$ cat src/rtl/lcd_pkg.sv
// Shared definitions for the LCD time/alarm display driver.
package lcd_pkg;

   // Display source selected by the FSM
   typedef enum logic [1:0] {
      S_TIME  = 2'd0,
      S_ALARM = 2'd1,
      S_KEY   = 2'd2
   } lcd_state_e;

   localparam logic [7:0] ASCII_ZERO  = 8'h30;
   localparam logic [7:0] ASCII_ERR   = 8'h2A;
   localparam logic [7:0] ASCII_BLANK = 8'h20;

endpackage

$ cat src/rtl/lcd_digit_enc.sv
// BCD digit to ASCII character; non-decimal codes show as '*'.
module lcd_digit_enc
   import lcd_pkg::*;
(
   input  logic [3:0] i_bcd,
   output logic [7:0] o_ascii
);

   // Purely combinational encode, no state here
   always_comb begin
      o_ascii = ASCII_ERR;
      if (i_bcd <= 4'd9) begin
         o_ascii = ASCII_ZERO + {4'h0, i_bcd};
      end
   end

endmodule

$ cat src/rtl/lcd_driver_n.sv
// LCD driver: selects time / alarm / key-entry digits for display,
// blinks the key-entry view, and sounds a timed alarm on time match.
//
// state   | meaning
// --------+---------------------------------------------------
// S_TIME  | showing current_time (default)
// S_ALARM | showing alarm_time (show_alarm held)
// S_KEY   | showing keypad digits, blinking (show_new_time held)
module lcd_driver_n
   import lcd_pkg::*;
#(
   parameter int NUM_DIGITS   = 4,
   parameter int BLINK_DIV    = 250,
   parameter int ALARM_CYCLES = 1000
) (
   input  logic                    clock,
   input  logic                    reset_n,
   input  logic [4*NUM_DIGITS-1:0] alarm_time,
   input  logic [4*NUM_DIGITS-1:0] current_time,
   input  logic [4*NUM_DIGITS-1:0] key,
   input  logic                    show_alarm,
   input  logic                    show_new_time,
   input  logic                    stop_alarm,
   output logic [8*NUM_DIGITS-1:0] display_time,
   output logic                    sound_alarm
);

   localparam int BLK_W = (BLINK_DIV > 2) ? $clog2(BLINK_DIV) : 1;
   localparam int ALM_W = (ALARM_CYCLES > 1) ? $clog2(ALARM_CYCLES) : 1;
   localparam logic [BLK_W-1:0] BLINK_LAST = BLK_W'(BLINK_DIV - 1);
   localparam logic [ALM_W-1:0] ALARM_LOAD = ALM_W'(ALARM_CYCLES - 1);

   lcd_state_e              r_state;
   lcd_state_e              w_state_nxt;
   logic [BLK_W-1:0]        r_blink_cnt;
   logic [BLK_W-1:0]        w_blink_cnt_nxt;
   logic                    r_phase_on;
   logic                    w_phase_nxt;
   logic [4*NUM_DIGITS-1:0] w_bcd_sel;
   logic [8*NUM_DIGITS-1:0] w_ascii;
   logic [8*NUM_DIGITS-1:0] w_disp_nxt;
   logic [8*NUM_DIGITS-1:0] r_display;
   logic                    w_match;
   logic                    w_match_rise;
   logic                    r_match_d;
   logic [ALM_W-1:0]        r_alarm_cnt;
   logic                    r_sound;

   // State register
   always_ff @(posedge clock or negedge reset_n) begin
      if (!reset_n) begin
         r_state <= S_TIME;
      end else begin
         r_state <= w_state_nxt;
      end
   end

   // Next state: key entry wins over alarm view
   always_comb begin
      w_state_nxt = S_TIME;
      if (show_new_time) begin
         w_state_nxt = S_KEY;
      end else if (show_alarm) begin
         w_state_nxt = S_ALARM;
      end
   end

   // Blink timing; a fresh entry into S_KEY restarts with a visible frame
   always_comb begin
      w_blink_cnt_nxt = '0;
      w_phase_nxt     = 1'b1;
      if ((w_state_nxt == S_KEY) && (r_state == S_KEY)) begin
         if (r_blink_cnt == BLINK_LAST) begin
            w_blink_cnt_nxt = '0;
            w_phase_nxt     = ~r_phase_on;
         end else begin
            w_blink_cnt_nxt = r_blink_cnt + 1'b1;
            w_phase_nxt     = r_phase_on;
         end
      end
   end

   // Source digits follow the state being entered so display has 1-cycle latency
   always_comb begin
      w_bcd_sel = current_time;
      case (w_state_nxt)
         S_KEY:   w_bcd_sel = key;
         S_ALARM: w_bcd_sel = alarm_time;
         default: w_bcd_sel = current_time;
      endcase
   end

   genvar g;
   generate
      for (g = 0; g < NUM_DIGITS; g++) begin : g_enc
         lcd_digit_enc u_enc (
            .i_bcd   (w_bcd_sel[4*g +: 4]),
            .o_ascii (w_ascii[8*g +: 8])
         );
      end
   endgenerate

   // Blank every digit during the off half of the key blink
   always_comb begin
      w_disp_nxt = w_ascii;
      if ((w_state_nxt == S_KEY) && !w_phase_nxt) begin
         w_disp_nxt = {NUM_DIGITS{ASCII_BLANK}};
      end
   end

   // Display and blink registers
   always_ff @(posedge clock or negedge reset_n) begin
      if (!reset_n) begin
         r_display   <= {NUM_DIGITS{ASCII_ZERO}};
         r_blink_cnt <= '0;
         r_phase_on  <= 1'b1;
      end else begin
         r_display   <= w_disp_nxt;
         r_blink_cnt <= w_blink_cnt_nxt;
         r_phase_on  <= w_phase_nxt;
      end
   end

   assign w_match      = (alarm_time == current_time);
   assign w_match_rise = w_match & ~r_match_d;

   // Alarm timer; match_d resets high so an equal time at reset release is not an edge
   always_ff @(posedge clock or negedge reset_n) begin
      if (!reset_n) begin
         r_match_d   <= 1'b1;
         r_sound     <= 1'b0;
         r_alarm_cnt <= '0;
      end else begin
         r_match_d <= w_match;
         if (stop_alarm) begin
            r_sound     <= 1'b0;
            r_alarm_cnt <= '0;
         end else if (w_match_rise) begin
            r_sound     <= 1'b1;
            r_alarm_cnt <= ALARM_LOAD;
         end else if (r_sound) begin
            if (r_alarm_cnt == '0) begin
               r_sound <= 1'b0;
            end else begin
               r_alarm_cnt <= r_alarm_cnt - 1'b1;
            end
         end
      end
   end

   assign display_time = r_display;
   assign sound_alarm  = r_sound;

endmodule

$ cat config.mk
export PLATFORM = sky130hd
export DESIGN_NAME = lcd_driver_n
export DESIGN_NICKNAME = d
export VERILOG_FILES = /design/src/rtl/lcd_pkg.sv /design/src/rtl/lcd_digit_enc.sv /design/src/rtl/lcd_driver_n.sv
export SDC_FILE = /design/constraint.sdc
export NUM_CORES = 1
export LEC_CHECK = 0
export CORE_MARGIN = 5
export CORE_UTILIZATION = 51
export CTS_BUF_LIST = sky130_fd_sc_hd__clkbuf_4 sky130_fd_sc_hd__clkbuf_8 sky130_fd_sc_hd__clkbuf_16
export DETAILED_ROUTE_END_ITERATION = 7
export GPL_TIMING_DRIVEN = 0
export PLACE_DENSITY = 0.95
export SYNTH_ARGS = -nofsm -noshare
export SYNTH_HDL_FRONTEND = slang
export SYNTH_HIERARCHICAL = 1
export SYNTH_SLANG_ARGS = --single-unit
$ cat constraint.sdc
create_clock -name clock -period 3.6 [get_ports clock]
set_input_delay 0.72 -clock clock [delete_from_list [all_inputs] [get_ports clock]]
set_output_delay 0.72 -clock clock [all_outputs]
set_load 0.02 [all_outputs]
==> reports/metrics.csv <==
metric,value,unit
status,completed,
"Async S/R FF share, synth",1.00,
ANT cells,0,
WL final,6990,um
post-synthesis mux area share,0.0698,
Synth top area share,0.390,
area added between synthesis and finish,37.5,%
antenna violations before repair,0,
first-pass GRT wire length,11400,um
Worst EP arrival,2.46,ns
critical path endpoint category,flip-flop,
f_max,442,MHz
Synthesis Warnings,6,
clock tree buffer depth,2,
worst hold slack,0.304,ns
Hold Path Class,in -> async,
post-synth top area cell,dfrtp_1,
unrepaired setup endpoints after global routing,no,
DR iter-0 viols,72,
Initial Utilization,0.524,
top post-synthesis cells by area,"dfrtp_1 (39%), dfstp_2 (9.1%), xnor2_1 (7.3%)",
max cap viols,0,
Num CTS Buffers,5,
Post-DP HPWL,5390,um
Synth top cells by count,"dfrtp_1 (45), nor2b_1 (30), xnor2_1 (24)",
Layout Utilization,0.721,
worst-margin pin slew,0.517,ns
PortBufs,84,
share of cells above drive strength 1,0.133,
critical path's top delay family,buffers and inverters,
"Max FO, Critical Path",10,
Post-Synth Simple-Gate Area,0.208,
Die Height,85.2,um
leakage,1.73,nW
post-synthesis cell area,2890,um^2
Most used DFF post-synth,dfrtp_1,
"Cell Chain, Critical Path",clkdlybuf4s50_1 -> clkbuf_1 -> nand2_1 -> o21ai_0 -> o21ai_2 -> and2_1 -> nor2b_1,
xor and xnor area share after synthesis,0.0819,
post-CTS setup buffers,0,
core area,5510,um^2
Clock Latency Late Sink,0.31,ns
CTS Root Cell,clkbuf_8,
count of endpoints failing setup in the final report,0,
Max stage delay on crit path,0.60,ns
crit start category,input port,
Worst VDD drop,0.222,mV
Worst R2R Path Depth,5,
TritonCTS Sinks,55,
number of gates resized after cts,0,
post-layout min period,2.26,ns
Reg2Reg Setup Slack,1.75,ns
htree depth,2,
fin crit share,0.629,
share of the yosys chip area belonging to registers,0.481,
R2R Path End,r_alarm_cnt[1],
mean number of vias per cell,5.04,
FF-to-FF Start,r_alarm_cnt[6],
Worst Path Required,3.80,ns
number of synthesized flops with an enable pin,0,
CTS tree,built,
TNS Setup,0,ns
CP max-delay cell,clkdlybuf4s50_1,
largest net degree at the start of global routing,42,
Post-DRT Antenna Nets,0,
Nets,439,
Pwr per Cell Area,351,nW/um^2
Overflow after GRT,0,
largest family of logic cells by synthesized area,simple AND/OR/NAND/NOR gates,
vias in the first global route,2507,
Final Skew,0.0110,ns
Synth Area in Adders,0.0130,
cell count after synthesis,287,
post-synthesis compound-gate area fraction,0.0746,
Rel. slew slack,0.652,
DR DRC count,0,
Die Width,85.2,um
final hold violations,0,
Pre-Repair DR Iteration Count,4,
row count,27,
Vias,2297,
IO Count,86,
worst path bufs/invs,2,
Routed WL per cell,15.3,um
Synth Area per Inst,10.1,um^2
routability cong.,0.896,
cell with the most instances after synthesis,dfrtp_1,
clk slew on worst S/H paths,0.10,ns
hold buffer count at CTS,0,
GRT Total Usage,0.198,
Yosys reg bits,55,
total die area,7260,um^2
Synth cell types,37,
max-slew violations,0,
CP Class,in -> reg,
==> flip-flops by register name, summed over array words and instances (netlist names) <==
signal        cells
r_state           2
display_time     32
r_match_d         1
r_phase_on        1
r_alarm_cnt      10
r_blink_cnt       8
sound_alarm       1
==> per-layer routing <==
metal	global-route usage	wire (um)
met3	0.0524	526
met2	0.379	3790
met5	0	0
met1	0.202	2500
met4	0.0748	174
==> worst max-delay path by stage <==
stage | from | endpoint | slack (ns) | cells after the start
floorplan | show_alarm | display_time[8] | 1.54 | 7
global placement | reset_n | display_time[30] | 0.28 | 1
detailed placement | show_new_time | display_time[8] | 1.02 | 7
CTS | show_new_time | display_time[8] | 1.34 | 7
global route | show_new_time | display_time[16] | 1.21 | 7
finish | show_new_time | display_time[8] | 1.34 | 7
==> cells by family after synthesis <==
logic type                 after synthesis
xor gates and xnor gates                27
muxes                                   20
other                                    8
buffers and inverters                   31
DFF                                     55
adders and majority gates                3
AOI/OAI and AO/OA                       37
and+or+nand+nor                        106
==> metrics by stage <==
step	std cells	power (mW)	cell area (um^2)	worst slack (ns)
2_1_floorplan	291	0.812	2900	1.54
3_5_place_dp	448	0.974	3850	1.02
6_report	456	1.39	3970	1.34
5_1_grt	456	1.45	3970	1.21
3_3_place_gp	447	0.962	3830	0.284
4_1_cts	456	1.40	3970	1.34
==> layout by cell type (no fill, tap or decap), types with 2 or more instances in the layout <==
cell type / instances
ha_1: 3
and2b_1: 4
nand2_1: 20
o21ai_2: 4
o21ai_0: 18
inv_1: 4
nor3_1: 6
clkbuf_8: 6
nor2b_1: 30
xor2_1: 3
or2_1: 4
and3_1: 2
nand4_1: 5
buf_4: 12
a21oi_1: 11
mux2i_1: 19
and3b_1: 3
nand2b_1: 2
clkbuf_1: 9
conb_1: 12
clkdlybuf4s50_1: 83
a21o_2: 4
nor2_1: 14
dfstp_2: 10
nand3_1: 4
and2_1: 4
xnor2_1: 24
buf_2: 6
dfrtp_1: 45
==> layout make-up <==
class                      count  area, um^2
buffer                        27         160
clock buffer                   6        82.6
clock inverter                 2        38.8
fill                         390        1540
inverter                       4        15.0
multi-input combinational    205        1340
sequential                    55        1390
tap                           72        90.1
timing repair buffer          85         856
==> report_power, final <==
part           leakage (nW)  internal [mW]  total (mW)  switching, mW
Combinational         0.984          0.162       0.299          0.138
Clock                0.0618          0.229       0.430          0.201
Sequential            0.683          0.653       0.663         0.0104
Total                  1.73           1.04        1.39          0.350
==> worst reg2reg max path: cells and delay by family, from the launching register on <==
| family | cells | cell delay [ns] |
|---|---|---|
| AO/OA/AOI/OAI | 1 | 0.15 |
| multiplexers | 1 | 0.33 |
| flip-flops | 1 | 0.45 |
| AND/OR/NAND/NOR | 3 | 0.85 |
Power figures use the tool's default switching activity.
